--- src/rtl/mac_forward_engine_pkg.sv ---
// ============================================================================
// Package : mac_forward_pkg
// Purpose : Shared types and helpers for the MAC forwarding engine: the FSM
//           state encoding, the individual/group address bit, and the
//           group-address and flood-mask helpers.
// Revision: 1.0 - initial release
// ============================================================================
`default_nettype none

package mac_forward_pkg;

  // I/G bit of a MAC address: the LSB of the first octet, which sits in [47:40].
  localparam int MAC_IG_BIT = 40;

  // Widest port mask flood_mask() can build; callers take the low PORT_COUNT bits.
  localparam int FLOOD_MAX_PORTS = 64;

  typedef enum logic [2:0] {
    ST_IDLE     = 3'd0,
    ST_SRC_REQ  = 3'd1,
    ST_SRC_WAIT = 3'd2,
    ST_LEARN    = 3'd3,
    ST_DST_REQ  = 3'd4,
    ST_DST_WAIT = 3'd5,
    ST_RESULT   = 3'd6
  } fwd_state_t;

  // Group (multicast or broadcast) address: the I/G bit is set.
  function automatic logic is_group(input logic [47:0] mac);
    return mac[MAC_IG_BIT];
  endfunction

  // Every existing port except the ingress port.
  function automatic logic [FLOOD_MAX_PORTS-1:0] flood_mask(input int port, input int count);
    logic [FLOOD_MAX_PORTS-1:0] m;
    m = '0;
    for (int i = 0; i < FLOOD_MAX_PORTS; i++) begin
      if (i < count && i != port) m[i] = 1'b1;
    end
    return m;
  endfunction

endpackage

`default_nettype wire

--- src/rtl/mac_forward_engine_if.sv ---
// ============================================================================
// Interface: mac_forward_engine_if
// Purpose  : Groups the header, CAM and forwarding-decision signals of the
//            MAC forwarding engine. The master modport is the engine's view:
//            it drives the CAM and the decision. The slave modport is the
//            view of its surroundings: the parser, the CAM and the fabric.
// Revision : 1.0 - initial release
// ============================================================================
`default_nettype none

interface mac_forward_engine_if #(
  parameter int MAC_WIDTH  = 48,
  parameter int PORT_COUNT = 8
);
  localparam int PW = $clog2(PORT_COUNT);

  logic                  hdr_valid;
  logic                  hdr_ready;
  logic [MAC_WIDTH-1:0]  hdr_dst_mac;
  logic [MAC_WIDTH-1:0]  hdr_src_mac;
  logic [PW-1:0]         hdr_ingress_port;

  logic                  cam_write_enable;
  logic                  cam_match_enable;
  logic [MAC_WIDTH-1:0]  cam_key;
  logic [PW-1:0]         cam_index;
  logic [PW-1:0]         cam_match_index;
  logic                  cam_match_valid;
  logic                  cam_no_match;

  logic                  fwd_valid;
  logic                  fwd_ready;
  logic [PORT_COUNT-1:0] fwd_port_mask;
  logic                  fwd_flood;
  logic                  table_full;

  modport master (
    input  hdr_valid, hdr_dst_mac, hdr_src_mac, hdr_ingress_port,
    output hdr_ready,
    output cam_write_enable, cam_match_enable, cam_key, cam_index,
    input  cam_match_index, cam_match_valid, cam_no_match,
    output fwd_valid, fwd_port_mask, fwd_flood, table_full,
    input  fwd_ready
  );

  modport slave (
    output hdr_valid, hdr_dst_mac, hdr_src_mac, hdr_ingress_port,
    input  hdr_ready,
    input  cam_write_enable, cam_match_enable, cam_key, cam_index,
    output cam_match_index, cam_match_valid, cam_no_match,
    input  fwd_valid, fwd_port_mask, fwd_flood, table_full,
    output fwd_ready
  );

endinterface

`default_nettype wire

--- src/rtl/mac_forward_engine_stats.sv ---
// ============================================================================
// Module  : mac_forward_stats
// Purpose : Free-running 32-bit event counters for the forwarding engine:
//           frames forwarded, addresses learned, floods and filtered frames.
//           The counters wrap and are cleared by reset.
// Revision: 1.0 - initial release
// ============================================================================
`default_nettype none

module mac_forward_stats (
  input  logic        clk,
  input  logic        rst,
  input  logic        fire_i,
  input  logic        learn_i,
  input  logic        flood_i,
  input  logic        filtered_i,
  output logic [31:0] frames_o,
  output logic [31:0] learns_o,
  output logic [31:0] floods_o,
  output logic [31:0] filtered_o
);

  logic [31:0] frames_q, learns_q, floods_q, filtered_q;

  // Frame, flood and filter counts advance on the decision handshake; learns advance on each learn cycle.
  always_ff @(posedge clk or posedge rst) begin
    if (rst) begin
      frames_q   <= '0;
      learns_q   <= '0;
      floods_q   <= '0;
      filtered_q <= '0;
    end else begin
      if (learn_i) learns_q <= learns_q + 32'd1;
      if (fire_i) begin
        frames_q <= frames_q + 32'd1;
        if (flood_i)    floods_q   <= floods_q + 32'd1;
        if (filtered_i) filtered_q <= filtered_q + 32'd1;
      end
    end
  end

  assign frames_o   = frames_q;
  assign learns_o   = learns_q;
  assign floods_o   = floods_q;
  assign filtered_o = filtered_q;

endmodule

`default_nettype wire

--- src/rtl/mac_forward_engine.sv ---
// ============================================================================
// Module  : mac_forward_engine
// Purpose : Accepts one parsed frame header at a time, looks up the source
//           MAC in the CAM, learns the source when it is unknown, looks up the
//           destination MAC, and presents an egress port mask to the fabric.
//           Group and all-zero destinations flood without a lookup.
//           Define MAC_FWD_STATS_EN to add the stat_* counter outputs.
// Revision: 1.0 - initial release
// ============================================================================
`default_nettype none

module mac_forward_engine
  import mac_forward_pkg::*;
#(
  parameter int MAC_WIDTH   = 48,
  parameter int PORT_COUNT  = 8,
  parameter int TABLE_DEPTH = 32
) (
  input  logic                clk,
  input  logic                rst,
  mac_forward_engine_if.master bus
`ifdef MAC_FWD_STATS_EN
  ,
  output logic [31:0]         stat_frames_o,
  output logic [31:0]         stat_learns_o,
  output logic [31:0]         stat_floods_o,
  output logic [31:0]         stat_filtered_o
`endif
);

  localparam int PW  = $clog2(PORT_COUNT);
  localparam int LCW = $clog2(TABLE_DEPTH + 1);
  localparam logic [LCW-1:0] LC_MAX = LCW'(TABLE_DEPTH);

  fwd_state_t            state_q;
  logic [MAC_WIDTH-1:0]  dst_q, src_q;
  logic [PW-1:0]         port_q;
  logic [LCW-1:0]        learn_count_q;

  logic                  hdr_ready_q;
  logic                  cam_we_q, cam_me_q;
  logic [MAC_WIDTH-1:0]  cam_key_q;
  logic [PW-1:0]         cam_index_q;
  logic                  fwd_valid_q, fwd_flood_q;
  logic [PORT_COUNT-1:0] fwd_mask_q;

  logic                  w_table_full;
  logic                  w_src_hit;
  logic                  w_dst_hit;
  logic                  w_learn;
  logic                  w_dst_lookup;
  logic [FLOOD_MAX_PORTS-1:0]          w_flood_wide;
  logic [FLOOD_MAX_PORTS-1:PORT_COUNT] w_unused_flood_hi;
  logic [PORT_COUNT-1:0] w_flood;
  logic [PORT_COUNT-1:0] w_hit_mask;

  assign w_table_full = (learn_count_q == LC_MAX);
  // A CAM result with both flags low (or both high) counts as a miss.
  assign w_src_hit    = bus.cam_match_valid && !bus.cam_no_match;
  assign w_dst_hit    = w_src_hit;
  // An all-zero key would alias the CAM's unfilled slots, so it is never learned.
  assign w_learn      = !w_src_hit && !w_table_full && !is_group(src_q) && (src_q != '0);
  assign w_dst_lookup = !is_group(dst_q) && (dst_q != '0);

  assign w_flood_wide      = flood_mask(int'(port_q), PORT_COUNT);
  assign w_flood           = w_flood_wide[PORT_COUNT-1:0];
  assign w_unused_flood_hi = w_flood_wide[FLOOD_MAX_PORTS-1:PORT_COUNT];
  // A destination learned on the ingress port stays local: empty mask.
  assign w_hit_mask = (bus.cam_match_index == port_q) ? '0
                                                      : (PORT_COUNT'(1) << bus.cam_match_index);

  // Frame sequencer: source lookup, optional learn, optional destination lookup, then hold the decision.
  always_ff @(posedge clk or posedge rst) begin
    if (rst) begin
      state_q       <= ST_IDLE;
      dst_q         <= '0;
      src_q         <= '0;
      port_q        <= '0;
      learn_count_q <= '0;
      hdr_ready_q   <= 1'b0;
      cam_we_q      <= 1'b0;
      cam_me_q      <= 1'b0;
      cam_key_q     <= '0;
      cam_index_q   <= '0;
      fwd_valid_q   <= 1'b0;
      fwd_flood_q   <= 1'b0;
      fwd_mask_q    <= '0;
    end else begin
      cam_we_q <= 1'b0;
      cam_me_q <= 1'b0;
      case (state_q)
        ST_IDLE: begin
          hdr_ready_q <= 1'b1;
          if (bus.hdr_valid && hdr_ready_q) begin
            dst_q       <= bus.hdr_dst_mac;
            src_q       <= bus.hdr_src_mac;
            port_q      <= bus.hdr_ingress_port;
            hdr_ready_q <= 1'b0;
            cam_me_q    <= 1'b1;
            cam_key_q   <= bus.hdr_src_mac;
            state_q     <= ST_SRC_REQ;
          end
        end
        ST_SRC_REQ: state_q <= ST_SRC_WAIT;
        ST_SRC_WAIT, ST_LEARN: begin
          if (state_q == ST_SRC_WAIT && w_learn) begin
            cam_we_q    <= 1'b1;
            cam_key_q   <= src_q;
            cam_index_q <= port_q;
            if (learn_count_q != LC_MAX) learn_count_q <= learn_count_q + 1'b1;
            state_q     <= ST_LEARN;
          end else if (w_dst_lookup) begin
            cam_me_q  <= 1'b1;
            cam_key_q <= dst_q;
            state_q   <= ST_DST_REQ;
          end else begin
            fwd_valid_q <= 1'b1;
            fwd_mask_q  <= w_flood;
            fwd_flood_q <= 1'b1;
            state_q     <= ST_RESULT;
          end
        end
        ST_DST_REQ: state_q <= ST_DST_WAIT;
        ST_DST_WAIT: begin
          fwd_valid_q <= 1'b1;
          fwd_mask_q  <= w_dst_hit ? w_hit_mask : w_flood;
          fwd_flood_q <= !w_dst_hit;
          state_q     <= ST_RESULT;
        end
        ST_RESULT: begin
          if (bus.fwd_ready) begin
            fwd_valid_q <= 1'b0;
            fwd_mask_q  <= '0;
            fwd_flood_q <= 1'b0;
            hdr_ready_q <= 1'b1;
            state_q     <= ST_IDLE;
          end
        end
        default: state_q <= ST_IDLE;
      endcase
    end
  end

  assign bus.hdr_ready        = hdr_ready_q;
  assign bus.cam_write_enable = cam_we_q;
  assign bus.cam_match_enable = cam_me_q;
  assign bus.cam_key          = cam_key_q;
  assign bus.cam_index        = cam_index_q;
  assign bus.fwd_valid        = fwd_valid_q;
  assign bus.fwd_port_mask    = fwd_mask_q;
  assign bus.fwd_flood        = fwd_flood_q;
  assign bus.table_full       = w_table_full;

`ifdef MAC_FWD_STATS_EN
  mac_forward_stats u_stats (
    .clk        (clk),
    .rst        (rst),
    .fire_i     (fwd_valid_q && bus.fwd_ready),
    .learn_i    (state_q == ST_LEARN),
    .flood_i    (fwd_flood_q),
    .filtered_i (!fwd_flood_q && (fwd_mask_q == '0)),
    .frames_o   (stat_frames_o),
    .learns_o   (stat_learns_o),
    .floods_o   (stat_floods_o),
    .filtered_o (stat_filtered_o)
  );
`endif

endmodule

`default_nettype wire

--- src/flat_wrapper.sv ---
// flat-port wrapper written by rule: the top's interface ports become plain ports
module mac_forward_engine_flat import mac_forward_pkg::*;
#(
  parameter int MAC_WIDTH   = 48,
  parameter int PORT_COUNT  = 8,
  parameter int TABLE_DEPTH = 32
)
  (clk, rst, bus_hdr_valid, bus_hdr_dst_mac, bus_hdr_src_mac, bus_hdr_ingress_port, bus_hdr_ready, bus_cam_write_enable, bus_cam_match_enable, bus_cam_key, bus_cam_index, bus_cam_match_index, bus_cam_match_valid, bus_cam_no_match, bus_fwd_valid, bus_fwd_port_mask, bus_fwd_flood, bus_table_full, bus_fwd_ready);
  mac_forward_engine_if #(.MAC_WIDTH(MAC_WIDTH), .PORT_COUNT(PORT_COUNT)) bus_i ();
  input  logic clk;
  input  logic rst;
  input wire logic [$bits(bus_i.hdr_valid)-1:0] bus_hdr_valid;
  input wire logic [$bits(bus_i.hdr_dst_mac)-1:0] bus_hdr_dst_mac;
  input wire logic [$bits(bus_i.hdr_src_mac)-1:0] bus_hdr_src_mac;
  input wire logic [$bits(bus_i.hdr_ingress_port)-1:0] bus_hdr_ingress_port;
  output wire logic [$bits(bus_i.hdr_ready)-1:0] bus_hdr_ready;
  output wire logic [$bits(bus_i.cam_write_enable)-1:0] bus_cam_write_enable;
  output wire logic [$bits(bus_i.cam_match_enable)-1:0] bus_cam_match_enable;
  output wire logic [$bits(bus_i.cam_key)-1:0] bus_cam_key;
  output wire logic [$bits(bus_i.cam_index)-1:0] bus_cam_index;
  input wire logic [$bits(bus_i.cam_match_index)-1:0] bus_cam_match_index;
  input wire logic [$bits(bus_i.cam_match_valid)-1:0] bus_cam_match_valid;
  input wire logic [$bits(bus_i.cam_no_match)-1:0] bus_cam_no_match;
  output wire logic [$bits(bus_i.fwd_valid)-1:0] bus_fwd_valid;
  output wire logic [$bits(bus_i.fwd_port_mask)-1:0] bus_fwd_port_mask;
  output wire logic [$bits(bus_i.fwd_flood)-1:0] bus_fwd_flood;
  output wire logic [$bits(bus_i.table_full)-1:0] bus_table_full;
  input wire logic [$bits(bus_i.fwd_ready)-1:0] bus_fwd_ready;
  assign bus_i.hdr_valid = bus_hdr_valid;
  assign bus_i.hdr_dst_mac = bus_hdr_dst_mac;
  assign bus_i.hdr_src_mac = bus_hdr_src_mac;
  assign bus_i.hdr_ingress_port = bus_hdr_ingress_port;
  assign bus_hdr_ready = bus_i.hdr_ready;
  assign bus_cam_write_enable = bus_i.cam_write_enable;
  assign bus_cam_match_enable = bus_i.cam_match_enable;
  assign bus_cam_key = bus_i.cam_key;
  assign bus_cam_index = bus_i.cam_index;
  assign bus_i.cam_match_index = bus_cam_match_index;
  assign bus_i.cam_match_valid = bus_cam_match_valid;
  assign bus_i.cam_no_match = bus_cam_no_match;
  assign bus_fwd_valid = bus_i.fwd_valid;
  assign bus_fwd_port_mask = bus_i.fwd_port_mask;
  assign bus_fwd_flood = bus_i.fwd_flood;
  assign bus_table_full = bus_i.table_full;
  assign bus_i.fwd_ready = bus_fwd_ready;
  mac_forward_engine #(.MAC_WIDTH(MAC_WIDTH), .PORT_COUNT(PORT_COUNT), .TABLE_DEPTH(TABLE_DEPTH)) u_core (.clk(clk), .rst(rst), .bus(bus_i));
endmodule
--- config.mk ---
export PLATFORM = sky130hd
export DESIGN_NAME = mac_forward_engine_flat
export DESIGN_NICKNAME = d
export VERILOG_FILES = /design/src/rtl/mac_forward_engine_pkg.sv /design/src/rtl/mac_forward_engine_if.sv /design/src/rtl/mac_forward_engine_stats.sv /design/src/rtl/mac_forward_engine.sv /design/src/flat_wrapper.sv
export SDC_FILE = /design/constraint.sdc
export NUM_CORES = 1
export LEC_CHECK = 0
export CORE_MARGIN = 8
export CORE_UTILIZATION = 45
export CTS_CLUSTER_SIZE = 20
export DETAILED_ROUTE_END_ITERATION = 10
export MAX_ROUTING_LAYER = met4
export PLACE_DENSITY = 0.76
export SYNTH_ARGS = -nofsm -noshare
export SYNTH_HDL_FRONTEND = slang
export SYNTH_SLANG_ARGS = --single-unit
--- constraint.sdc ---
create_clock -name clk -period 5.88 [get_ports clk]
set_input_delay 1.176 -clock clk [delete_from_list [all_inputs] [get_ports clk]]
set_output_delay 1.176 -clock clk [all_outputs]
set_load 0.05 [all_outputs]
==> impl_metrics.tcl <==
set metrics [dict create \
    n_fill_cell 1331 \
    p_comb_frac 0.455 \
    pwr-share-clk 0.174 \
    core_region_area_um2 17000 \
    synth_nets 712 \
    cts.sinks 172 \
    htreeDepth 4 \
    period_needed_ns 3.77 \
    ir_drop_v 0.000314 \
    wl_met2_mm 10.3 \
    final-max-slew-violation-count 0 \
    setup_tns_ns 0 \
    end_kind "register" \
    synth_most_common_cell "dfrtp_1" \
    reg2reg_to "u_core.bus.cam_key[47]" \
    dr.first_iter.drc_count 467 \
    cp.arrival_ns 4.11 \
    drc 0 \
    cts.repair.resized 0 \
    cellPowerDensity_nw_per_um2 627 \
    grt-ovfl-total 0 \
    synth_area_leaders "dfrtp_1 (56%), mux2_2 (15%), o22ai_2 (6.2%)" \
    synth_top_area_share 0.560 \
    netlist_instances 602 \
    ys_ff_latch 172 \
    critical_path.startpoint_type "input port" \
    numCtsBuffers 17 \
    synth_cell_type_count 44 \
    dr.pass1.iters 4 \
    r2r-start "u_core.state_q[2]" \
    dr.max_layer_used "met4" \
    p_switching_w 0.00271 \
    worstHoldPathType "register to register" \
    crit_type "input port to register" \
    rows 48 \
    wl_per_cell_um 21.4 \
    p_seq_frac 0.371 \
    synth_seq_area_share 0.560 \
    wirelength_met1_mm 9.18 \
    clockBufferDepth 2 \
    power.share.switching 0.427 \
    cts-root-buf "clkbuf_16" \
    grt_pass1_wl_mm 34.3 \
    die_area_um2 21500 \
    drive_gt1_frac 0.246 \
    syn2layout_area_growth_pct 31.7 \
    cts_tree "yes" \
    finalHoldViolations 0 \
    holdBufCountCts 0 \
    synth_area_um2 7690 \
    start_util 0.453 \
    io_buffers 172 \
    p_int_w 0.00364 \
    setup_viol_count_final 0 \
    fmaxAchievable_ghz 0.265 \
    hold_depth 1 \
    track_usage 0.205 \
    crit_path_max_fanout 32 \
    place_congestion 0.888 \
    vias_per_cell 5.77 \
    routed_wl_mm 21.2 \
    r2r_slack_ns 2.41 \
    ys_top_cells_by_count "dfrtp_1 (172), mux2_2 (102), a22oi_1 (47)" \
    min_from "u_core.learn_count_q[5]" \
    nNetsFinal 866 \
    path_depth 10 \
    first_global_vias 6440 \
    async_flop_share 1.00 \
    slowest_delay_ns 0.54 \
    synth_top_area_cell "dfrtp_1" \
    syn_area_per_cell_um2 12.8 \
    via_count 5731 \
    worst_slew_margin_rel 0.230 \
    post-route-period-util 0.641 \
    worst-path-buf-inv 3 \
    crit_chain "clkdlybuf4s50_1, nand2b_1, o211ai_1, nor3_2, nand2b_4, inv_4, a211o_2, buf_4, o22ai_1, a21oi_1" \
    grt_max_degree 91 \
    outcome "completed" \
    rsz0062_at_grt "no" \
    ios 173 \
    grt_antenna_before_repair 2 \
    worst_pin_slew_ns 1.15 \
    wl_met3_mm 1.36 \
    ys_warn_count 0 \
    hold_path_end "u_core.learn_count_q[5]" \
    cp.required_ns 6.22 \
    die_w_um 147 \
    crit_slowest_cell "nor3_2" \
    p_total_w 0.00635 \
    synth_ff_type "dfrtp_1" \
    critical-path-top-delay-family "buffers and inverters" \
    die_h_um 147 \
    cap_violations 0 \
    antenna_left 0 \
    postCtsSetupRepairBufs 0 \
    clkLatencyLatePin_ns 0.43 \
    synth_edf_count 0 \
    fin_skew_ns 0.0112 \
    place_hpwl_mm 14.9 \
    ff2ff_path_depth 9 \
    leakagePower_nw 3.99 \
    clkTransAtPathRegs_ns 0.06 \
]
how the worst max path moves through the flow:
stage / endpoint / start
2_1_floorplan: u_core.bus.cam_index[0] / rst
6_report: u_core.bus.cam_key[47] / bus_cam_no_match
3_5_place_dp: u_core.bus.cam_key[47] / bus_cam_no_match
3_3_place_gp: u_core.bus.cam_key[44] / bus_cam_no_match
5_1_grt: u_core.bus.cam_key[19] / bus_cam_no_match
4_1_cts: u_core.bus.cam_key[47] / bus_cam_no_match
sequential cells by signal, indices dropped and copies added (netlist names):
name	cells
u_core.bus.cam_match_enable	1
u_core.src_q	48
u_core.bus.cam_index	3
u_core.bus.hdr_ready	1
u_core.bus.cam_write_enable	1
u_core.bus.cam_key	48
u_core.bus.fwd_port_mask	8
u_core.port_q	3
u_core.state_q	3
u_core.learn_count_q	6
u_core.bus.fwd_valid	1
u_core.dst_q	48
u_core.bus.fwd_flood	1
worst reg2reg max path: stages, from the launching register on:
cell and delay [ns]:
dfrtp_1 0.50, nand2b_2 0.23, buf_4 0.33, nor3_2 0.64, nand2b_4 0.11, inv_4 0.15, a211o_2 0.51, buf_4 0.55
o22ai_1 0.19, a21oi_1 0.18
layout by cell type, fill, tap and decap left out, types with 6 or more instances in the layout:
cell type        instances
nor2_1                  16
a31oi_1                  6
mux2_1                   7
mux2_2                 102
dfrtp_1                172
nand2_1                 15
o22ai_2                 38
clkbuf_16               17
o22ai_1                 10
a22oi_1                 47
nor4_1                  24
nand3_1                 10
inv_1                    6
a21oi_1                 46
clkdlybuf4s50_1        172
buf_4                    7
cell families (layout without fill, tap and decap cells):
logic type / Yosys count / count (layout) / share of synthesized area
adders and majority gates: 2 / 2 / 0.00325
buffers and inverters: 52 / 217 / 0.0343
DFF: 172 / 172 / 0.560
muxes: 109 / 109 / 0.160
AOI/OAI and AO/OA: 162 / 162 / 0.165
and+or+nand+nor: 97 / 97 / 0.0695
xor gates and xnor gates: 8 / 8 / 0.00911
other: 0 / 2 / 0
routing by layer:
metal / vias to the layer above / track usage
li1: 2568 / -
met1: 2913 / 0.254
met2: 213 / 0.321
met3: 37 / 0.0597
met4: 0 / 0.0629
met5: - / -
final cells by class:
class	count	area (um2)	share of cell area
flip-flops and latches	172	4300	0.425
well taps	225	282	0.0278
clock inverters	9	114	0.0112
repair buffers	179	1770	0.175
clock buffers	21	460	0.0455
multi-input cells	378	3150	0.311
diodes	2	5.00	0.000494
inverters	8	37.5	0.00371
stage by stage:
step / hold slack [ns] / setup WS (ns) / instances / area [um2] / utilization
3_5_place_dp: 0.480 / 1.65 / 962 / 9550 / 0.562
5_1_grt: 0.498 / 1.90 / 994 / 10100 / 0.596
2_1_floorplan: 0.446 / 0.0439 / 602 / 7690 / -
3_3_place_gp: 0.464 / 1.80 / 962 / 9550 / 0.562
4_1_cts: 0.492 / 2.12 / 992 / 10100 / 0.596
6_report: 0.485 / 2.11 / 994 / 10100 / 0.596
power groups by stage:
stage | sequential (W) | clock, W | combinational, W
finish | 0.00235 | 0.00110 | 0.00289
global route | 0.00242 | 0.00118 | 0.00308
CTS | 0.00235 | 0.00113 | 0.00291
detailed placement | 0.00236 | 0 | 0.00290
global placement | 0.00233 | 0 | 0.00280
floorplan | 0.00288 | 0 | 0.00144
(Power assumes the default switching activity.)
